File: config.mk
export PLATFORM = sky130hd
export DESIGN_NAME = mult_arbiter
export DESIGN_NICKNAME = d
export VERILOG_FILES = /design/src/rtl/mult_pkg.sv /design/src/rtl/mult_core.sv /design/src/rtl/mult_arbiter.sv
export SDC_FILE = /design/constraint.sdc
export NUM_CORES = 1
export LEC_CHECK = 0
export CAP_MARGIN = 20
export CORE_UTILIZATION = 35
export CTS_CLUSTER_DIAMETER = 200
export CTS_CLUSTER_SIZE = 25
export DETAILED_ROUTE_END_ITERATION = 7
export PLACE_DENSITY_LB_ADDON = 0.08
export SETUP_SLACK_MARGIN = 0.3
export SLEW_MARGIN = 25
export SYNTH_ARGS = -nofsm -noshare
export SYNTH_HDL_FRONTEND = slang
export SYNTH_SLANG_ARGS = --single-unit
File: constraint.sdc
create_clock -name clk -period 3.6 [get_ports clk]
set_clock_uncertainty 0.2 [all_clocks]
set_input_delay 0.9 -clock clk [delete_from_list [all_inputs] [get_ports clk]]
set_output_delay 0.9 -clock clk [all_outputs]
set_load 0.005 [all_outputs]
File: src/rtl/mult_pkg.sv
// Shared types and constants for the round-robin shift-add multiplier.
package mult_pkg;

   localparam int DEFAULT_WIDTH = 4;

   typedef enum logic [1:0] {
      IDLE = 2'd0,
      RUN  = 2'd1,
      DONE = 2'd2
   } state_t;

endpackage

File: src/rtl/mult_core.sv
// Shift-add multiplier datapath: operand capture on load, one partial-product
// step per step pulse, with a step counter flagging the final step.
module mult_core
   import mult_pkg::*;
#(
   parameter int WIDTH = DEFAULT_WIDTH
) (
   input  logic               clk,
   input  logic               reset,
   input  logic               load,
   input  logic               step,
   input  logic [WIDTH-1:0]   a,
   input  logic [WIDTH-1:0]   b,
   output logic               last_step,
   output logic [2*WIDTH-1:0] product
);

   localparam int CNT_W = $clog2(WIDTH + 1);

   logic [2*WIDTH-1:0] mcand_reg;
   logic [WIDTH-1:0]   mplier_reg;
   logic [2*WIDTH-1:0] acc_reg;
   logic [CNT_W-1:0]   count_reg;
   logic [2*WIDTH-1:0] addend;

   always_ff @(posedge clk) begin
      if (reset) begin
         mcand_reg  <= '0;
         mplier_reg <= '0;
         acc_reg    <= '0;
         count_reg  <= '0;
      end else if (load) begin
         mcand_reg  <= {{WIDTH{1'b0}}, a};
         mplier_reg <= b;
         acc_reg    <= '0;
         count_reg  <= '0;
      end else if (step) begin
         mcand_reg  <= mcand_reg << 1;
         mplier_reg <= mplier_reg >> 1;
         acc_reg    <= acc_reg + addend;
         count_reg  <= count_reg + 1'b1;
      end
   end

   // product includes the current step so the final sum is available on the last RUN edge
   assign addend    = mplier_reg[0] ? mcand_reg : '0;
   assign product   = acc_reg + addend;
   assign last_step = (count_reg == CNT_W'(WIDTH - 1));

endmodule

File: src/rtl/mult_arbiter.sv
// Two-requester round-robin front end sharing one shift-add multiplier;
// FSM IDLE -> RUN (WIDTH cycles) -> DONE (one cycle, valid/ack) -> IDLE.
module mult_arbiter
   import mult_pkg::*;
#(
   parameter int WIDTH = DEFAULT_WIDTH
) (
   input  logic               clk,
   input  logic               reset,
   input  logic               req0,
   input  logic               req1,
   input  logic [WIDTH-1:0]   A0,
   input  logic [WIDTH-1:0]   B0,
   input  logic [WIDTH-1:0]   A1,
   input  logic [WIDTH-1:0]   B1,
   output logic               ack0,
   output logic               ack1,
   output logic [2*WIDTH-1:0] result,
   output logic               valid,
   output logic               owner,
   output logic               busy
);

   state_t             state_reg, state_next;
   logic               owner_reg, owner_next;
   logic               last_owner_reg, last_owner_next;
   logic [2*WIDTH-1:0] result_reg, result_next;

   logic               grant;
   logic               load;
   logic               step;
   logic               last_step;
   logic [WIDTH-1:0]   op_a;
   logic [WIDTH-1:0]   op_b;
   logic [2*WIDTH-1:0] product;

   // both requesting: hand over to whoever did not go last
   assign grant = (req0 && req1) ? ~last_owner_reg : req1;
   assign op_a  = grant ? A1 : A0;
   assign op_b  = grant ? B1 : B0;

   mult_core #(
      .WIDTH (WIDTH)
   ) u_core (
      .clk       (clk),
      .reset     (reset),
      .load      (load),
      .step      (step),
      .a         (op_a),
      .b         (op_b),
      .last_step (last_step),
      .product   (product)
   );

   always_ff @(posedge clk) begin
      if (reset) begin
         state_reg      <= IDLE;
         owner_reg      <= 1'b0;
         last_owner_reg <= 1'b1;
         result_reg     <= '0;
      end else begin
         state_reg      <= state_next;
         owner_reg      <= owner_next;
         last_owner_reg <= last_owner_next;
         result_reg     <= result_next;
      end
   end

   always_comb begin
      state_next      = state_reg;
      owner_next      = owner_reg;
      last_owner_next = last_owner_reg;
      result_next     = result_reg;
      load            = 1'b0;
      step            = 1'b0;
      case (state_reg)
         IDLE: begin
            if (req0 || req1) begin
               load            = 1'b1;
               owner_next      = grant;
               last_owner_next = grant;
               state_next      = RUN;
            end
         end
         RUN: begin
            step = 1'b1;
            if (last_step) begin
               result_next = product;
               state_next  = DONE;
            end
         end
         DONE: begin
            state_next = IDLE;
         end
         default: begin
            state_next = IDLE;
         end
      endcase
   end

   assign valid  = (state_reg == DONE);
   assign ack0   = valid && !owner_reg;
   assign ack1   = valid && owner_reg;
   assign busy   = (state_reg != IDLE);
   assign owner  = owner_reg;
   assign result = result_reg;

endmodule
==> metrics.yaml <==
placed_area_um2: 2200
num_io_pins: 33
slowest_stage: "clkdlybuf4s50_1"
crit_family: "buffers and inverters"
leakage_uw: 0.000813
synth_warnings: 0
grt_max_degree: 28
syn_nets: 250
postSynthCellCount: 220
crit_buf_inv: 1
peakVddDrop_mv: 0.151
cp_slowest_stage_delay_ns: 0.50
postRouteWirelength_um: 4090
cp_max_fo: 4
io_buffers: 32
grtUsageTotal: 0.162
period_share: 0.726
cp-start-kind: "flip-flop"
grt_overflow: 0
ant_nets: 0
setup_slack_ns: 0.985
synth_most_common_cell: "nand2_1"
clk_path_buf_depth: 2
avgSynthCellArea_um2: 8.33
yosysTopAreaCellShare: 0.382
hp-class: "reg2reg"
drc_errors: 0
critical_path_class: "reg2out"
drt_iter0_drc: 64
drive_gt1_frac: 0.0916
required_ns: 2.50
clkTransAtPathRegs_ns: 0.07
rows: 25
maxCapViolCount: 0
synth-main-ff-cell: "dfxtp_1"
cts_resized: 0
start_util: 0.376
post_cts_buffers: 0
cts-root-buf: "clkbuf_8"
ys_seq_elements: 35
fp.dieArea_um2: 5530
path_common_cell: "nor2b_1"
cp-end-kind: "primary output"
rsz0062_at_grt: "false"
fin_crit_ns: 2.62
ys_top_cells_by_area: "dfxtp_1, nand2_1, ha_1"
via_per_inst: 4.93
tightestPinTransition_ns: 0.837
report.final.slew_viol_count: 0
async_flop_share: 0
status: "finished, final reports clean"
fin_nets: 281
cts_buffers: 5
die_width_um: 74.4
finalSetupViolCount: 0
yosysTopAreaCell: "dfxtp_1"
worstPathArrival_ns: 1.52
tritoncts: "yes"
final-hold-violation-count: 0
pre_cts_ws_ns: 0.725
powerDensity_nw_per_um2: 357
avgRoutedWirePerCell_um: 12.9
hold_buffers: 0
cp_cell_sequence: "nor2b_1 -> nor2b_1 -> clkdlybuf4s50_1"
cts_max_level: 2
max_freq_mhz: 382
grt_pass1_wl_um: 6690
netlist_area_um2: 1830
grt_pass1_vias: 1418
area_delta_synth_final_pct: 24.8
slew-limit-headroom: 0.442
gp_congestion: 0.746
fin_tns_setup_ns: 0
antenna_found_initial: 0
firstDrtPassIters: 4
cts.sinks: 35
vias: 1568
synth_cell_types: 42
post-dp-hpwl_um: 2950
final_area_um2: 2290
clk_latency_ns: 0.29
ys_seq_area_frac: 0.382
synth_edf_count: 0
ys_top_cells_by_count: "nand2_1, dfxtp_1, a21oi_1, nor2_1, nor2b_1"
n_antenna_cell: 0
dieHeight_um: 74.4
coreArea_um2: 4880
worst register-to-register path, cell delays in order, from the launching register on:
cell and delay [ns]:
dfxtp_1 0.48, and2_1 0.18, ha_1 0.16, inv_1 0.06, fa_1 0.43, nor2b_4 0.15
o21ai_0 0.08, a21oi_1 0.24, nand2_1 0.09, a21oi_1 0.13
where the power goes:
part	switching [µW]	leakage, µW	internal [µW]	total (µW)
sequential	12.7	0.000285	403	415
combinational	61.7	0.000481	52.4	114
clock	137	0.0000470	150	287
area by class of cell:
cell class / instances / area [µm²]
fill: 515 / 2590
multi-input combinational: 167 / 1050
sequential: 35 / 701
timing repair buffer: 35 / 343
tap: 67 / 83.8
clock buffer: 6 / 82.6
inverter: 7 / 26.3
clock inverter: 1 / 5.00
through the flow:
step	total power [µW]	instances	util	hold WS (ns)
after CTS	831	318	0.469	0.256
after detailed placement	540	311	0.451	0.246
after global routing	859	318	0.469	0.268
final	817	318	0.469	0.253
after floorplan	495	220	-	0.235
after global placement	540	311	0.451	0.241
path summary, 6_finish.rpt:
path | start | end | slack (ns) | depth (start not counted)
worst max-delay path | state_reg[1] | ack0 | 0.98 | 3
worst min-delay path | result[3] | result[3] | 0.25 | 2
worst max register to register | u_core.mplier_reg[0] | u_core.acc_reg[4] | 1.34 | 9
worst min register to register | result[3] | result[3] | 0.25 | 2
per-layer routing:
layer / track usage / vias to the layer above / routed length (µm) / part of all wire
met3: 0.0407 / 7 / 125 / 0.031
met1: 0.226 / 715 / 2070 / 0.51
li1: - / 820 / - / -
met4: 0.0755 / 0 / 74 / 0.018
met2: 0.235 / 26 / 1820 / 0.44
met5: 0 / - / 0 / 0
cells in the final DEF, fill, tap and decap left out, drive strengths merged, types with 5 or more instances in the layout:
cell type / count
o21ai: 5
a211oi: 10
nand2: 51
nor2b: 11
nor2: 14
and2: 8
clkdlybuf4s50: 32
a311oi: 6
dfxtp: 35
ha: 9
inv: 7
clkbuf: 6
xnor2: 5
a21oi: 22
logic make-up (layout without fill, tap and decap cells):
| logic type | count (synthesis) | in the layout | share of synthesized area |
|---|---|---|---|
| and+or+nand+nor | 92 | 92 | 0.235 |
| AOI/OAI and AO/OA | 58 | 58 | 0.228 |
| DFF | 35 | 35 | 0.382 |
| buffers and inverters | 18 | 49 | 0.0478 |
| adders and majority gates | 10 | 10 | 0.0724 |
| xor gates and xnor gates | 5 | 5 | 0.0239 |
| muxes | 2 | 2 | 0.0109 |
(Power assumes the default switching activity.)
